**config.mk**
```make
export PLATFORM = sky130hd
export DESIGN_NAME = stopwatch_ctrl
export DESIGN_NICKNAME = d
export VERILOG_FILES = /design/src/rtl/stopwatch_ctrl.sv
export SDC_FILE = /design/constraint.sdc
export NUM_CORES = 1
export LEC_CHECK = 0
export CAP_MARGIN = 20
export CORE_ASPECT_RATIO = 0.75
export CORE_MARGIN = 3
export CORE_UTILIZATION = 50
export CTS_CLUSTER_SIZE = 16
export DETAILED_ROUTE_END_ITERATION = 10
export GPL_ROUTABILITY_DRIVEN = 0
export MAX_ROUTING_LAYER = met4
export PLACE_DENSITY = 0.78
export RECOVER_POWER = 25
export SYNTH_ARGS = -nofsm -noshare
export SYNTH_HDL_FRONTEND = slang
export SYNTH_SLANG_ARGS = --single-unit
```
**constraint.sdc**
```tcl
create_clock -name CLOCK_50 -period 2.5 [get_ports CLOCK_50]
set_input_delay 0.25 -clock CLOCK_50 [delete_from_list [all_inputs] [get_ports CLOCK_50]]
set_output_delay 0.25 -clock CLOCK_50 [all_outputs]
set_load 0.01 [all_outputs]
```
**src/rtl/stopwatch_ctrl.sv**
```systemverilog
// Stopwatch control: key synchronise/debounce, IDLE/RUN/PAUSE/LAP FSM, 100 Hz prescaler.
// Define STOPWATCH_LAP_EN to build the LAP state, the lap-key debouncer and the hold output.
module stopwatch_ctrl #(
  parameter int TICK_DIV  = 500000,
  parameter int DB_CYCLES = 500000
) (
  input  logic       CLOCK_50,
  input  logic       reset,
  input  logic       key_start_stop_n,
  input  logic       key_clear_n,
  input  logic       key_lap_n,
  input  logic       max_reached,
  output logic       tick,
  output logic       clear,
  output logic       hold,
  output logic       running,
  output logic [1:0] state
);

`ifdef STOPWATCH_LAP_EN
  localparam int NKEY = 3;
`else
  localparam int NKEY = 2;
`endif
  localparam int DBW = $clog2(DB_CYCLES + 1);
  localparam int PSW = $clog2(TICK_DIV);

  typedef enum logic [1:0] {
    S_IDLE  = 2'b00,
    S_RUN   = 2'b01,
    S_PAUSE = 2'b10,
    S_LAP   = 2'b11
  } state_t;

  // ---------------------------------------------------------------- key path
  logic [NKEY-1:0] key_raw;
  logic [NKEY-1:0] sync1, sync2, db_level, armed;
  logic [NKEY-1:0] accept, press;
  logic [DBW-1:0]  db_cnt [NKEY];

`ifdef STOPWATCH_LAP_EN
  assign key_raw = {key_lap_n, key_clear_n, key_start_stop_n};
`else
  logic unused_lap;
  assign unused_lap = key_lap_n;
  assign key_raw    = {key_clear_n, key_start_stop_n};
`endif

  // A key only produces presses once it has been seen released after reset,
  // so a button held through reset needs a release before it counts.
  always_comb begin
    // NOTE: every always_comb output gets a default first so no path can infer a latch.
    accept = '0;
    press  = '0;
    for (int k = 0; k < NKEY; k++) begin
      accept[k] = (sync2[k] != db_level[k]) && (db_cnt[k] == DBW'(DB_CYCLES - 1));
      press[k]  = accept[k] & db_level[k] & armed[k];
    end
  end

  always_ff @(posedge CLOCK_50) begin
    if (reset) begin
      sync1    <= '0;
      sync2    <= '0;
      db_level <= '1;
      armed    <= '0;
      // NOTE: db_cnt is a handful of flops, not a RAM, so it is reset like any other register.
      for (int k = 0; k < NKEY; k++) db_cnt[k] <= '0;
    end else begin
      sync1 <= key_raw;
      sync2 <= sync1;
      armed <= armed | sync2;
      for (int k = 0; k < NKEY; k++) begin
        if (sync2[k] == db_level[k]) begin
          db_cnt[k] <= '0;
        end else if (accept[k]) begin
          db_cnt[k]   <= '0;
          db_level[k] <= sync2[k];
        end else begin
          db_cnt[k] <= db_cnt[k] + DBW'(1);
        end
      end
    end
  end

  // Priority start_stop > clear > lap; lower-priority presses in the same cycle are dropped.
  logic go_start, go_clear;
  assign go_start = press[0];
  assign go_clear = press[1] & ~press[0];
`ifdef STOPWATCH_LAP_EN
  logic go_lap;
  assign go_lap = press[2] & ~press[1] & ~press[0];
`endif

  // --------------------------------------------------------------------- FSM
  state_t         state_q, state_n;
  logic           clear_next, tick_next, counting, psc_end;
  logic [PSW-1:0] psc;

  assign counting = (state_q == S_RUN) || (state_q == S_LAP);
  assign psc_end  = (psc == PSW'(TICK_DIV - 1));

  always_comb begin
    state_n    = state_q;
    clear_next = 1'b0;
    tick_next  = counting & psc_end & ~max_reached;
    case (state_q)
      S_IDLE: begin
        if (go_start)      state_n = S_RUN;
        else if (go_clear) clear_next = 1'b1;
      end
      S_RUN: begin
        if (max_reached || go_start) state_n = S_PAUSE;
`ifdef STOPWATCH_LAP_EN
        else if (go_lap)             state_n = S_LAP;
`endif
      end
      S_PAUSE: begin
        if (go_start) begin
          if (!max_reached) state_n = S_RUN;
        end else if (go_clear) begin
          state_n    = S_IDLE;
          clear_next = 1'b1;
        end
      end
`ifdef STOPWATCH_LAP_EN
      S_LAP: begin
        if (max_reached || go_start) state_n = S_PAUSE;
        else if (go_lap)             state_n = S_RUN;
      end
`endif
      default: state_n = S_IDLE;
    endcase
  end

  always_ff @(posedge CLOCK_50) begin
    if (reset) begin
      state_q <= S_IDLE;
      psc     <= '0;
      tick    <= 1'b0;
      clear   <= 1'b0;
      running <= 1'b0;
    end else begin
      state_q <= state_n;
      tick    <= tick_next;
      clear   <= clear_next;
      running <= (state_n == S_RUN) || (state_n == S_LAP);
      // RUN<->LAP keeps counting, so the tick phase survives a lap capture.
      if (!counting || psc_end) psc <= '0;
      else                      psc <= psc + PSW'(1);
    end
  end

`ifdef STOPWATCH_LAP_EN
  always_ff @(posedge CLOCK_50) begin
    if (reset) hold <= 1'b0;
    else       hold <= (state_n == S_LAP);
  end
`else
  assign hold = 1'b0;
`endif

  assign state = state_q;

endmodule

```
==> impl_metrics.csv <==
group,metric,value,unit
global_route,gr-usage-all-layers,0.1733,
clock_network,clkTransAtPathRegs,0.08,ns
pwr,leakage,1.353,nW
pwr,ir_drop,0.3359,mV
route,wl_per_cell,12.30,um
yosys,synthSimpleGateAreaFrac,0.2950,
final_layout,drive_above_1_share,0.06475,
run_status,outcome,"finished, final reports clean",
yosys,synth_mux_area_frac,0,
yosys,synth_compound_area_frac,0.06983,
critical_path,critical_path_arrival,2.33,ns
critical_path,start_kind,"register",
yosys,ys_seq_elements,70,
timing,finalSetupViolCount,0,
critical_path,required,2.57,ns
timing,fin_crit,2.253,ns
timing,worst_slew_pin_slew,0.5573,ns
global_route,grt.overflow.total,0,
clock_network,cts_resized,0,
route,drc,0,
clock_network,clk_path_buf_depth,2,
min_path,hold_path_class,"register to register",
final_layout,fin_cells,515,
final_layout,n_antenna_cell,0,
yosys,async_flop_share,0,
clock_network,cts_setup_buffers,0,
yosys,synth_xor_area_frac,0.09777,
timing,maxSlewViolCount,0,
floorplan,rows,26,
global_route,grt_busiest_layer,"met2",
critical_path,cp_max_fo,18,
global_route,grt_max_degree,20,
final_layout,fin_area,4091,sq um
critical_path,timing.rr.start,"db_cnt[1][0]",
route,drt_iter0_drc,142,
yosys,synthCells,362,
placed_design,dp.cells,499,
pwr,fin_total_pwr,0.002329,W
yosys,synth-adder-area-share,0.01047,
floorplan,die_h,79.32,um
timing,final_hold_viol_count,0,
timing,grt_setup_unrepaired,"no",
global_route,grt_pass1_wl,11.30,mm
critical_path,critPathCapture,"db_cnt[1][11]",
timing,fin_setup_tns,0,ns
critical_path,reg2reg_to,"db_cnt[1][11]",
yosys,ys_top_cells_by_count,"nor2_1 (52), edfxtp_1 (38), dfxtp_1 (32)",
floorplan,die_x,103.8,um
yosys,synth_edf_count,38,
global_route,gr-usage-met1,0.2196,
placed_design,dp_hpwl,4.662,mm
floorplan,core_region_area,6897,sq um
yosys,syn_area_per_cell,9.899,sq um
clock_network,cts_tree,"done",
timing,max_slew_margin,0.6267,
global_route,grtUsageMet3,0.04874,
yosys,yosysMostFrequentCell,"nor2_1",
timing,post-route-period-util,0.9013,
route,wirelength,6.336,mm
clock_network,postCtsHoldBufs,0,
yosys,yosys.area.top_type,"edfxtp_1",
timing,max_freq,443.8,MHz
yosys,synth_top_family_by_area,"simple AND/OR/NAND/NOR gates",
route,vias,2707,
pwr,power_density,569.1,nW/um^2
floorplan,pin_count,12,
yosys,synth_top_area_frac,0.3184,
final_layout,fin_util,0.5933,
critical_path,cp-end-kind,"register",
final_layout,area_delta_synth_final,14.18,%
final_layout,layout.area.seq,1782,sq um
timing,fin_skew,0.01188,ns
final_layout,multiInputGateArea,1838,sq um
yosys,synth_area,3583,sq um
yosys,yosysWarnings,0,
placed_design,numPortBuffers,9,
floorplan,die_area,8229,sq um
global_route,grtUsageMet2,0.2715,
critical_path,reg2reg_depth,5,
run,drv_cap,0,
critical_path,critPathLaunch,"db_cnt[1][0]",
clock_network,clock_latency,0.34,ns
final_layout,nets,421,
clock_network,cts_buffers,9,
critical_path,crit_type,"register to register",
critical_path,r2r_setup_slack,0.25,ns
global_route,grt_pass1_vias,2571,
route,firstDrtPassIters,4,
placed_design,place_area,3900,sq um
route,via_per_inst,5.256,
yosys,synthTopCellsByArea,"edfxtp_1 (32%), dfxtp_1 (18%), nor2_1 (5.4%)",
clock_network,ctsRootBufferMaster,"clkbuf_8",
yosys,ys.flop_type,"edfxtp_1",
floorplan,start_util,0.5196,
route,drtAntennaViolNets,0,
clock_network,htreeDepth,3,
yosys,yosys.cell_types.count,48,
clock_network,clock_sinks,70,
yosys,yosysSeqAreaShare,0.4972,
global_route,antenna_found_initial,0,
final_layout,fillers,622,
[report_power, final]
group	internal, W	switching (W)	leakage [nW]	total [W]
Sequential	0.00126	0.0000511	0.648	0.00132
Combinational	0.0000500	0.0000696	0.602	0.000120
Clock	0.000464	0.000430	0.103	0.000894
Total	0.00178	0.000551	1.35	0.00233
[area by class of cell]
type,instances,area share
Multi-Input combinational cell,308,0.4492
Sequential cell,70,0.4355
Clock buffer,9,0.03028
Tap cell,98,0.02997
Timing Repair Buffer,12,0.02661
Clock inverter,7,0.01835
Inverter,11,0.01009
[state kept, by name, indices dropped and copies added (netlist names)]
signal / cells
sync2: 2
tick: 1
state: 2
psc: 19
armed: 2
db_level: 2
running: 1
sync1: 2
clear: 1
db_cnt: 38
[routing by layer]
layer / wire length [um] / vias to the layer above / share of wire
li1: - / 1405 / -
met5: 0 / - / 0
met3: 286 / 4 / 0.045
met2: 2853 / 49 / 0.45
met1: 3165 / 1249 / 0.50
met4: 30 / 0 / 0.0047
[stage by stage]
stage	worst slack [ns]	hold slack [ns]
after floorplan	0.5317	0.3274
final	0.2468	0.4403
after CTS	0.2498	0.4482
after detailed placement	0.2696	0.4212
after global routing	0.1029	0.4579
after global placement	0.3176	0.4213
[worst min path at each step]
stage,startpoint,endpoint,slack (ns),cells past startpoint
2_1_floorplan,max_reached,tick,0.33,1
6_report,sync1[0],sync2[0],0.44,1
5_1_grt,sync1[0],sync2[0],0.46,1
3_5_place_dp,sync1[1],sync2[1],0.42,1
3_3_place_gp,sync1[0],sync2[0],0.42,1
4_1_cts,sync1[1],sync2[1],0.45,1
[critical path, stage by stage, from the launching register on]
cell and delay [ns]:
edfxtp_1 0.46, ha_1 0.29, nand2_1 0.17, or3b_1 0.49, o21ai_4 0.46, nor2_1 0.10
[layout by cell type, fill, tap and decap left out, drive strengths merged, types with 12 or more instances in the layout]
cell type / instances
xnor2: 21
xor2: 19
conb: 39
a21oi: 14
or3: 12
nor2: 52
nand3: 26
dfxtp: 32
nand4: 19
nand2: 16
edfxtp: 38
[logic make-up (layout without fill, tap and decap cells)]
kind of cell,count (synthesis),in the layout
buffers and inverters,21,39
adders and majority gates,3,3
xor gates and xnor gates,40,40
DFF,70,70
AOI/OAI and AO/OA,37,37
and+or+nand+nor,189,189
other,2,39
No activity file was read; power rests on OpenSTA's default activity.
